### src/rtl/alu_pkg.sv
// Shared definitions for the ALU issue/writeback sequencer.
//  - Opcode encodings seen on the 3-bit OP_Code field of an instruction.
//  - FSM state encoding used by alu_issue_ctrl.
//  - Bit positions of the N, Z, C, V flags inside a 4-bit NZCV vector.
package alu_pkg;

  localparam logic [2:0] OP_ADD = 3'b000;
  localparam logic [2:0] OP_SUB = 3'b001;
  localparam logic [2:0] OP_AND = 3'b010;
  localparam logic [2:0] OP_OR  = 3'b011;
  localparam logic [2:0] OP_XOR = 3'b100;
  localparam logic [2:0] OP_CMP = 3'b101;

  localparam int FLAG_N = 3;
  localparam int FLAG_Z = 2;
  localparam int FLAG_C = 1;
  localparam int FLAG_V = 0;

  typedef enum logic [1:0] {
    ST_IDLE,
    ST_ISSUE,
    ST_CAPT
  } state_t;

endpackage

### src/rtl/alu_issue_ctrl_if.sv
// Bus bundle between the decode stage / external ALU and alu_issue_ctrl.
//  instr_valid/instr_ready/instr : instruction handshake, instr = {op[6:4], rd[3:2], rs[1:0]}
//  ld_en/ld_addr/ld_data         : direct register load strobe
//  rd_addr/rd_data               : combinational register readback
//  alu_a/alu_b/alu_op            : registered operands and opcode to the ALU
//  alu_result/alu_nzcv           : combinational ALU outputs
//  flags                         : architectural NZCV register
//  done/illegal                  : one-cycle completion / rejection pulses
// Modport slave is the sequencer; master is the decode stage plus the ALU.
interface alu_issue_ctrl_if #(
  parameter int NUM_REGS = 4,
  parameter int DW       = 8
);
  localparam int REG_AW = $clog2(NUM_REGS);

  logic              instr_valid;
  logic              instr_ready;
  logic [6:0]        instr;
  logic              ld_en;
  logic [REG_AW-1:0] ld_addr;
  logic [DW-1:0]     ld_data;
  logic [REG_AW-1:0] rd_addr;
  logic [DW-1:0]     rd_data;
  logic [DW-1:0]     alu_a;
  logic [DW-1:0]     alu_b;
  logic [2:0]        alu_op;
  logic [DW-1:0]     alu_result;
  logic [3:0]        alu_nzcv;
  logic [3:0]        flags;
  logic              done;
  logic              illegal;

  modport master (
    output instr_valid, instr, ld_en, ld_addr, ld_data, rd_addr, alu_result, alu_nzcv,
    input  instr_ready, rd_data, alu_a, alu_b, alu_op, flags, done, illegal
  );

  modport slave (
    input  instr_valid, instr, ld_en, ld_addr, ld_data, rd_addr, alu_result, alu_nzcv,
    output instr_ready, rd_data, alu_a, alu_b, alu_op, flags, done, illegal
  );

endinterface

### src/rtl/alu_regfile.sv
// NUM_REGS x DW register file with asynchronous active-low reset.
//  clk, rst_n          : clock and reset
//  ld_en/ld_addr/ld_data : load source for the write port
//  wb_en/wb_addr/wb_data : writeback source for the write port (wins on the same register)
//  ra_*, rb_*, rc_*      : three combinational read ports (operand A, operand B, readback)
module alu_regfile #(
  parameter int NUM_REGS = 4,
  parameter int DW       = 8,
  localparam int REG_AW  = $clog2(NUM_REGS)
) (
  input  logic              clk,
  input  logic              rst_n,
  input  logic              ld_en,
  input  logic [REG_AW-1:0] ld_addr,
  input  logic [DW-1:0]     ld_data,
  input  logic              wb_en,
  input  logic [REG_AW-1:0] wb_addr,
  input  logic [DW-1:0]     wb_data,
  input  logic [REG_AW-1:0] ra_addr,
  output logic [DW-1:0]     ra_data,
  input  logic [REG_AW-1:0] rb_addr,
  output logic [DW-1:0]     rb_data,
  input  logic [REG_AW-1:0] rc_addr,
  output logic [DW-1:0]     rc_data
);

  logic [DW-1:0] regs_q [NUM_REGS];

  // Write port muxed per register: the ALU writeback overrides a load
  // aimed at the same register, while a load to any other register
  // still lands in the same cycle.
  always_ff @(posedge clk or negedge rst_n) begin
    if (!rst_n) begin
      for (int i = 0; i < NUM_REGS; i++) regs_q[i] <= '0;
    end else begin
      for (int i = 0; i < NUM_REGS; i++) begin
        if (wb_en && (wb_addr == REG_AW'(i))) regs_q[i] <= wb_data;
        else if (ld_en && (ld_addr == REG_AW'(i))) regs_q[i] <= ld_data;
      end
    end
  end

  assign ra_data = regs_q[ra_addr];
  assign rb_data = regs_q[rb_addr];
  assign rc_data = regs_q[rc_addr];

endmodule

### src/rtl/alu_issue_ctrl.sv
// Issue/writeback sequencer for the external combinational ALU.
// Accepts one register-to-register instruction, issues R[rd]/R[rs] to the
// ALU, captures Result/NZCV, then writes R[rd] and the Flags register.
//  clk   : clock, rising edge
//  rst_n : asynchronous reset, active low
//  bus   : alu_issue_ctrl_if.slave (handshake, load, readback, ALU, status)
// Optional feature: define ALU_CMP_EN to make opcode 101 a CMP (SUB that
// only updates Flags); otherwise 101 is rejected like 110/111.
module alu_issue_ctrl
  import alu_pkg::*;
#(
  parameter int NUM_REGS = 4,
  parameter int DW       = 8
) (
  input logic             clk,
  input logic             rst_n,
  alu_issue_ctrl_if.slave bus
);

  localparam int REG_AW = $clog2(NUM_REGS);

  state_t            state_q, state_d;
  logic              ready_en_q;
  logic              instr_ready;
  logic              accept;
  logic              illegal_req;
  logic [2:0]        op_in;
  logic [REG_AW-1:0] rd_in, rs_in;
  logic              op_is_cmp;
  logic              op_legal;
  logic [REG_AW-1:0] rd_q;
  logic              cmp_q;
  logic [DW-1:0]     res_q;
  logic [3:0]        nzcv_q;
  logic [DW-1:0]     rf_a, rf_b;
  logic              wb_en;

  assign op_in = bus.instr[6:4];
  assign rd_in = REG_AW'(bus.instr[3:2]);
  assign rs_in = REG_AW'(bus.instr[1:0]);

`ifdef ALU_CMP_EN
  assign op_is_cmp = (op_in == OP_CMP);
`else
  assign op_is_cmp = 1'b0;
`endif
  assign op_legal = (op_in <= OP_XOR) || op_is_cmp;

  // CMP never writes the register file; every other instruction writes Rd.
  assign wb_en = (state_q == ST_CAPT) && !cmp_q;

  alu_regfile #(.NUM_REGS(NUM_REGS), .DW(DW)) u_regfile (
    .clk     (clk),
    .rst_n   (rst_n),
    .ld_en   (bus.ld_en),
    .ld_addr (bus.ld_addr),
    .ld_data (bus.ld_data),
    .wb_en   (wb_en),
    .wb_addr (rd_q),
    .wb_data (res_q),
    .ra_addr (rd_in),
    .ra_data (rf_a),
    .rb_addr (rs_in),
    .rb_data (rf_b),
    .rc_addr (bus.rd_addr),
    .rc_data (bus.rd_data)
  );

  // State register. ready_en_q keeps instr_ready low while in reset and
  // releases it on the first clock edge afterwards.
  always_ff @(posedge clk or negedge rst_n) begin
    if (!rst_n) begin
      state_q    <= ST_IDLE;
      ready_en_q <= 1'b0;
    end else begin
      state_q    <= state_d;
      ready_en_q <= 1'b1;
    end
  end

  // Next state and handshake decode. A load in IDLE steals the cycle, and an
  // illegal opcode is consumed without leaving IDLE.
  always_comb begin
    state_d     = state_q;
    instr_ready = 1'b0;
    accept      = 1'b0;
    illegal_req = 1'b0;
    case (state_q)
      ST_IDLE: begin
        instr_ready = ready_en_q && !bus.ld_en;
        if (bus.instr_valid && instr_ready) begin
          if (op_legal) begin
            accept  = 1'b1;
            state_d = ST_ISSUE;
          end else begin
            illegal_req = 1'b1;
          end
        end
      end
      ST_ISSUE: state_d = ST_CAPT;
      ST_CAPT:  state_d = ST_IDLE;
      default:  state_d = ST_IDLE;
    endcase
  end

  assign bus.instr_ready = instr_ready;

  // Datapath: operands are frozen at accept so later loads cannot disturb
  // the in-flight ALU inputs; the ALU output is captured at the end of
  // ISSUE and committed to Flags (and Rd via the regfile) at the end of CAPT.
  always_ff @(posedge clk or negedge rst_n) begin
    if (!rst_n) begin
      bus.alu_a   <= '0;
      bus.alu_b   <= '0;
      bus.alu_op  <= OP_ADD;
      bus.flags   <= '0;
      bus.done    <= 1'b0;
      bus.illegal <= 1'b0;
      rd_q        <= '0;
      cmp_q       <= 1'b0;
      res_q       <= '0;
      nzcv_q      <= '0;
    end else begin
      bus.done    <= (state_q == ST_CAPT);
      bus.illegal <= illegal_req;
      if (accept) begin
        bus.alu_a  <= rf_a;
        bus.alu_b  <= rf_b;
        bus.alu_op <= op_is_cmp ? OP_SUB : op_in;
        rd_q       <= rd_in;
        cmp_q      <= op_is_cmp;
      end
      if (state_q == ST_ISSUE) begin
        res_q  <= bus.alu_result;
        nzcv_q <= bus.alu_nzcv;
      end
      if (state_q == ST_CAPT) bus.flags <= nzcv_q;
    end
  end

endmodule

### src/flat_wrapper.sv
// flat-port wrapper written by rule: the top's interface ports become plain ports
module alu_issue_ctrl_flat import alu_pkg::*;
#(
  parameter int NUM_REGS = 4,
  parameter int DW       = 8
)
  (clk, rst_n, bus_instr_valid, bus_instr, bus_ld_en, bus_ld_addr, bus_ld_data, bus_rd_addr, bus_alu_result, bus_alu_nzcv, bus_instr_ready, bus_rd_data, bus_alu_a, bus_alu_b, bus_alu_op, bus_flags, bus_done, bus_illegal);
  alu_issue_ctrl_if #(.NUM_REGS(NUM_REGS), .DW(DW)) bus_i ();
  input logic clk;
  input logic rst_n;
  input wire logic [$bits(bus_i.instr_valid)-1:0] bus_instr_valid;
  input wire logic [$bits(bus_i.instr)-1:0] bus_instr;
  input wire logic [$bits(bus_i.ld_en)-1:0] bus_ld_en;
  input wire logic [$bits(bus_i.ld_addr)-1:0] bus_ld_addr;
  input wire logic [$bits(bus_i.ld_data)-1:0] bus_ld_data;
  input wire logic [$bits(bus_i.rd_addr)-1:0] bus_rd_addr;
  input wire logic [$bits(bus_i.alu_result)-1:0] bus_alu_result;
  input wire logic [$bits(bus_i.alu_nzcv)-1:0] bus_alu_nzcv;
  output wire logic [$bits(bus_i.instr_ready)-1:0] bus_instr_ready;
  output wire logic [$bits(bus_i.rd_data)-1:0] bus_rd_data;
  output wire logic [$bits(bus_i.alu_a)-1:0] bus_alu_a;
  output wire logic [$bits(bus_i.alu_b)-1:0] bus_alu_b;
  output wire logic [$bits(bus_i.alu_op)-1:0] bus_alu_op;
  output wire logic [$bits(bus_i.flags)-1:0] bus_flags;
  output wire logic [$bits(bus_i.done)-1:0] bus_done;
  output wire logic [$bits(bus_i.illegal)-1:0] bus_illegal;
  assign bus_i.instr_valid = bus_instr_valid;
  assign bus_i.instr = bus_instr;
  assign bus_i.ld_en = bus_ld_en;
  assign bus_i.ld_addr = bus_ld_addr;
  assign bus_i.ld_data = bus_ld_data;
  assign bus_i.rd_addr = bus_rd_addr;
  assign bus_i.alu_result = bus_alu_result;
  assign bus_i.alu_nzcv = bus_alu_nzcv;
  assign bus_instr_ready = bus_i.instr_ready;
  assign bus_rd_data = bus_i.rd_data;
  assign bus_alu_a = bus_i.alu_a;
  assign bus_alu_b = bus_i.alu_b;
  assign bus_alu_op = bus_i.alu_op;
  assign bus_flags = bus_i.flags;
  assign bus_done = bus_i.done;
  assign bus_illegal = bus_i.illegal;
  alu_issue_ctrl #(.NUM_REGS(NUM_REGS), .DW(DW)) u_core (.clk(clk), .rst_n(rst_n), .bus(bus_i));
endmodule
### config.mk
export PLATFORM = sky130hd
export DESIGN_NAME = alu_issue_ctrl_flat
export DESIGN_NICKNAME = d
export VERILOG_FILES = /design/src/rtl/alu_pkg.sv /design/src/rtl/alu_issue_ctrl_if.sv /design/src/rtl/alu_regfile.sv /design/src/rtl/alu_issue_ctrl.sv /design/src/flat_wrapper.sv
export SDC_FILE = /design/constraint.sdc
export NUM_CORES = 1
export LEC_CHECK = 0
export ABC_CLOCK_PERIOD_IN_PS = 2300
export CORE_MARGIN = 2
export CORE_UTILIZATION = 50
export DETAILED_ROUTE_END_ITERATION = 6
export MAX_ROUTING_LAYER = met4
export PLACE_DENSITY = 0.77
export REMOVE_ABC_BUFFERS = 1
export SLEW_MARGIN = 20
export SYNTH_ARGS = -nofsm -noshare
export SYNTH_HDL_FRONTEND = slang
export SYNTH_SLANG_ARGS = --single-unit
### constraint.sdc
create_clock -name clk -period 2.3 [get_ports clk]
set_input_delay 0.46 -clock clk [delete_from_list [all_inputs] [get_ports clk]]
set_output_delay 0.46 -clock clk [all_outputs]
set_load 0.1 [all_outputs]
==> metrics.md, run 1 <==
| Metric | Value |
|---|---|
| Grt ovf | `0` |
| Yosys warns | `0` |
| Die W | `90.1 um` |
| Post-route design area | `4860 um2` |
| Cts bufs inserted | `9` |
| Library cells used by synthesis | `27` |
| Cells after Synth | `265` |
| I/O Buffers | `68` |
| Shortest period the worst path allows | `2.12 ns` |
| Outcome | `completed` |
| Fin. max-slew vios | `0` |
| Post-Syn Area | `3710 um2` |
| WP data arrival | `1.66 ns` |
| Vias per cell | `5.67` |
| Max incr delay on CP | `0.51 ns` |
| Nets | `380` |
| First DRT Iteration DRCs | `182` |
| Clk Latency, worst-skew pair | `0.36 ns` |
| Starting Density | `51.4%` |
| Dpl hpwl | `5610 um` |
| Fill cells | `536` |
| Setup CP Type | `input port to output pin` |
| Largest net degree at the start of global routing | `75` |
| Number of cell rows | `31` |
| CP top delay family | `buffers and inverters` |
| Pre-antenna DRT Iters | `4` |
| Max-cap viol count | `0` |
| FF+latch count, synth | `74` |
| Critical Path RT | `1.84 ns` |
| Place WS | `-0.0433 ns` |
| Ports | `69` |
| Initial antenna violation count | `0` |
| Avg WL per Cell | `18.6 um` |
| Critical path peak fanout | `8` |
| Cts repair resizes | `1` |
| Post-CTS setup buffers | `0` |
| Root buffer cell | `clkbuf_8` |
| RD Place Congestion | `0.795` |
| Peak supply drop | `0.000705 V` |
| Leakage power | `2.21 nW` |
| Vias | `2546` |
| Fin. Hold Viols | `0` |
| Period utilisation layout | `92.4%` |
| Final worst slack | `0.176 ns` |
| Crit-path most repeated cell | `buf_12` |
| Achievable Freq | `471 MHz` |
| Overall Power | `0.00620 W` |
| WL final | `8370 um` |
| Setup violators final | `0` |
| CP max stage cell | `clkdlybuf4s50_1` |
| Sequential element share of the synthesized area | `49.9%` |
| Die Area | `8120 um2` |
| Die Height | `90.1 um` |
| Synthesis-to-finish area growth | `31.1%` |
| First-pass GRT wire length | `13500 um` |
| Hold Worst Slack | `0.129 ns` |
| Htree depth | `3` |
| Vias in the first global route | `2560` |
| Clk_skew | `0.0132 ns` |
| Clock sinks | `74` |
| FF+latch area | `1850 um2` |
| Area after DPL | `4640 um2` |
| CTS tree | `yes` |
| Worst path cell trace | `clkdlybuf4s50_1 -> buf_12 -> mux4_2 -> buf_12` |
| Number of routed nets with antenna violations | `0` |
| CTS Hold Bufs | `0` |
| Core Util, Final | `67.4%` |
| # DRC | `0` |
| N_diodes | `0` |
| Critical path endpoint category | `output pin` |
| Avg Inst Size Synth | `14.0 um2` |
| RSZ-0062 raised after global routing | `false` |
| Global-route usage over all layers | `22.5%` |
| Startpoint types | `input port` |
| PD cells | `1280 nW/um2` |
| Min-delay worst type | `input port to async pin` |
| CTS clk-pin slew, worst paths | `0.08 ns` |
| WP buf/inv | `3` |
| Clock Path Buffers | `2` |
| Area of the multi-input gates | `1770 um2` |
| Share of cells above drive strength 1 | `38.0%` |
| Core area | `7210 um2` |
## cells in the mapped netlist
library cell | count | share of area (%)
conb_1 | 1 | 0.10
o21ai_0 | 23 | 3.1
a21oi_1 | 8 | 1.1
clkbuf_1 | 6 | 0.61
nor4b_2 | 1 | 0.40
mux2i_1 | 32 | 8.6
inv_1 | 2 | 0.20
mux4_2 | 24 | 15
and4bb_2 | 2 | 0.67
buf_6 | 2 | 0.61
o21ai_1 | 2 | 0.27
nand3b_1 | 2 | 0.40
nor4b_4 | 1 | 0.64
nand2_1 | 25 | 2.5
nor3b_1 | 1 | 0.20
buf_2 | 5 | 0.67
nand3_1 | 1 | 0.13
clkbuf_2 | 1 | 0.13
nand4b_1 | 1 | 0.24
nand3_2 | 1 | 0.27
nand2b_1 | 1 | 0.17
nor2b_1 | 1 | 0.17
dfrtp_1 | 74 | 50
nor2_1 | 9 | 0.91
mux2_2 | 18 | 5.5
mux2_4 | 19 | 7.7
buf_1 | 2 | 0.20
## cells in the final DEF (no fill, tap or decap), drive strengths merged, types with 9 or more instances in the layout
cell	n
o21ai	25
mux2i	32
mux2	37
buf	52
clkdlybuf4s50	32
nor2	9
dfrtp	74
mux4	24
clkbuf	11
nand2	25
## path summary, 6_finish.rpt
path,start,endpoint,slack [ns],cells past startpoint
worst min-delay path,rst_n,u_core.nzcv_q[1]$_DFFE_PN0N_,0.13,2
worst max-delay path,bus_rd_addr[1],bus_rd_data[7],0.18,4
worst max register to register,u_core.state_q[0]$_DFFE_PN0P_,u_core.bus.alu_a[1]$_DFFE_PN0P_,0.62,4
min in group clk,u_core.nzcv_q[2]$_DFFE_PN0N_,u_core.nzcv_q[2]$_DFFE_PN0N_,0.51,1
max in group asynchronous,rst_n,u_core.bus.alu_b[4]$_DFFE_PN0P_,1.87,2
worst min register to register,u_core.nzcv_q[2]$_DFFE_PN0N_,u_core.nzcv_q[2]$_DFFE_PN0N_,0.51,1
## power by group
part	internal [W]	switching [W]	total (W)
registers	0.00169	0.000336	0.00202
clock network	0.000637	0.000491	0.00113
logic	0.00102	0.00203	0.00305
## layer usage
layer  vias up  share of wire (%)  track usage (%)
met4         0                1.8             8.72
met5         -                  0                -
met2        81                 53             38.3
li1       1146                  -                -
met3        12                5.6             3.52
met1      1307                 40             27.1
## sequential cells by signal, summed over array words and instances (netlist names)
register / flops
u_core.u_regfile.regs_q: 32
u_core.bus.alu_a: 8
u_core.bus.alu_b: 8
u_core.res_q: 8
u_core.bus.flags: 4
u_core.nzcv_q: 4
u_core.bus.alu_op: 3
u_core.rd_q: 2
u_core.state_q: 2
u_core.bus.done: 1
u_core.bus.illegal: 1
u_core.ready_en_q: 1
## through the flow
stage               setup TNS [ns]  cells
floorplan                   -14.35    249
global placement            -0.155    433
detailed placement          -0.209    433
CTS                              0    449
global route                     0    449
finish                           0    449
## logic make-up after synthesis
kind of cell           share of synthesized area (%)
multiplexers                                    36.4
AND/OR/NAND/NOR                                 6.75
buffers and inverters                           2.43
AO/OA/AOI/OAI                                   4.45
other                                          0.101
flip-flops                                      49.9
## area by class of cell
cell class	instances	area share, %
multi-input cells	173	36.4
clock inverters	5	1.60
clock buffers	11	2.91
repair buffers	85	18.3
inverters	2	0.154
well taps	99	2.55
flip-flops and latches	74	38.1
Note: power is estimated with default switching activity, not from simulation.
==> inputs of run 2 (changes only) <==
CAP_MARGIN = 10   (was not set)
==> results of run 2 <==
The final DEF is identical to that of run 1; final timing and power are the same.
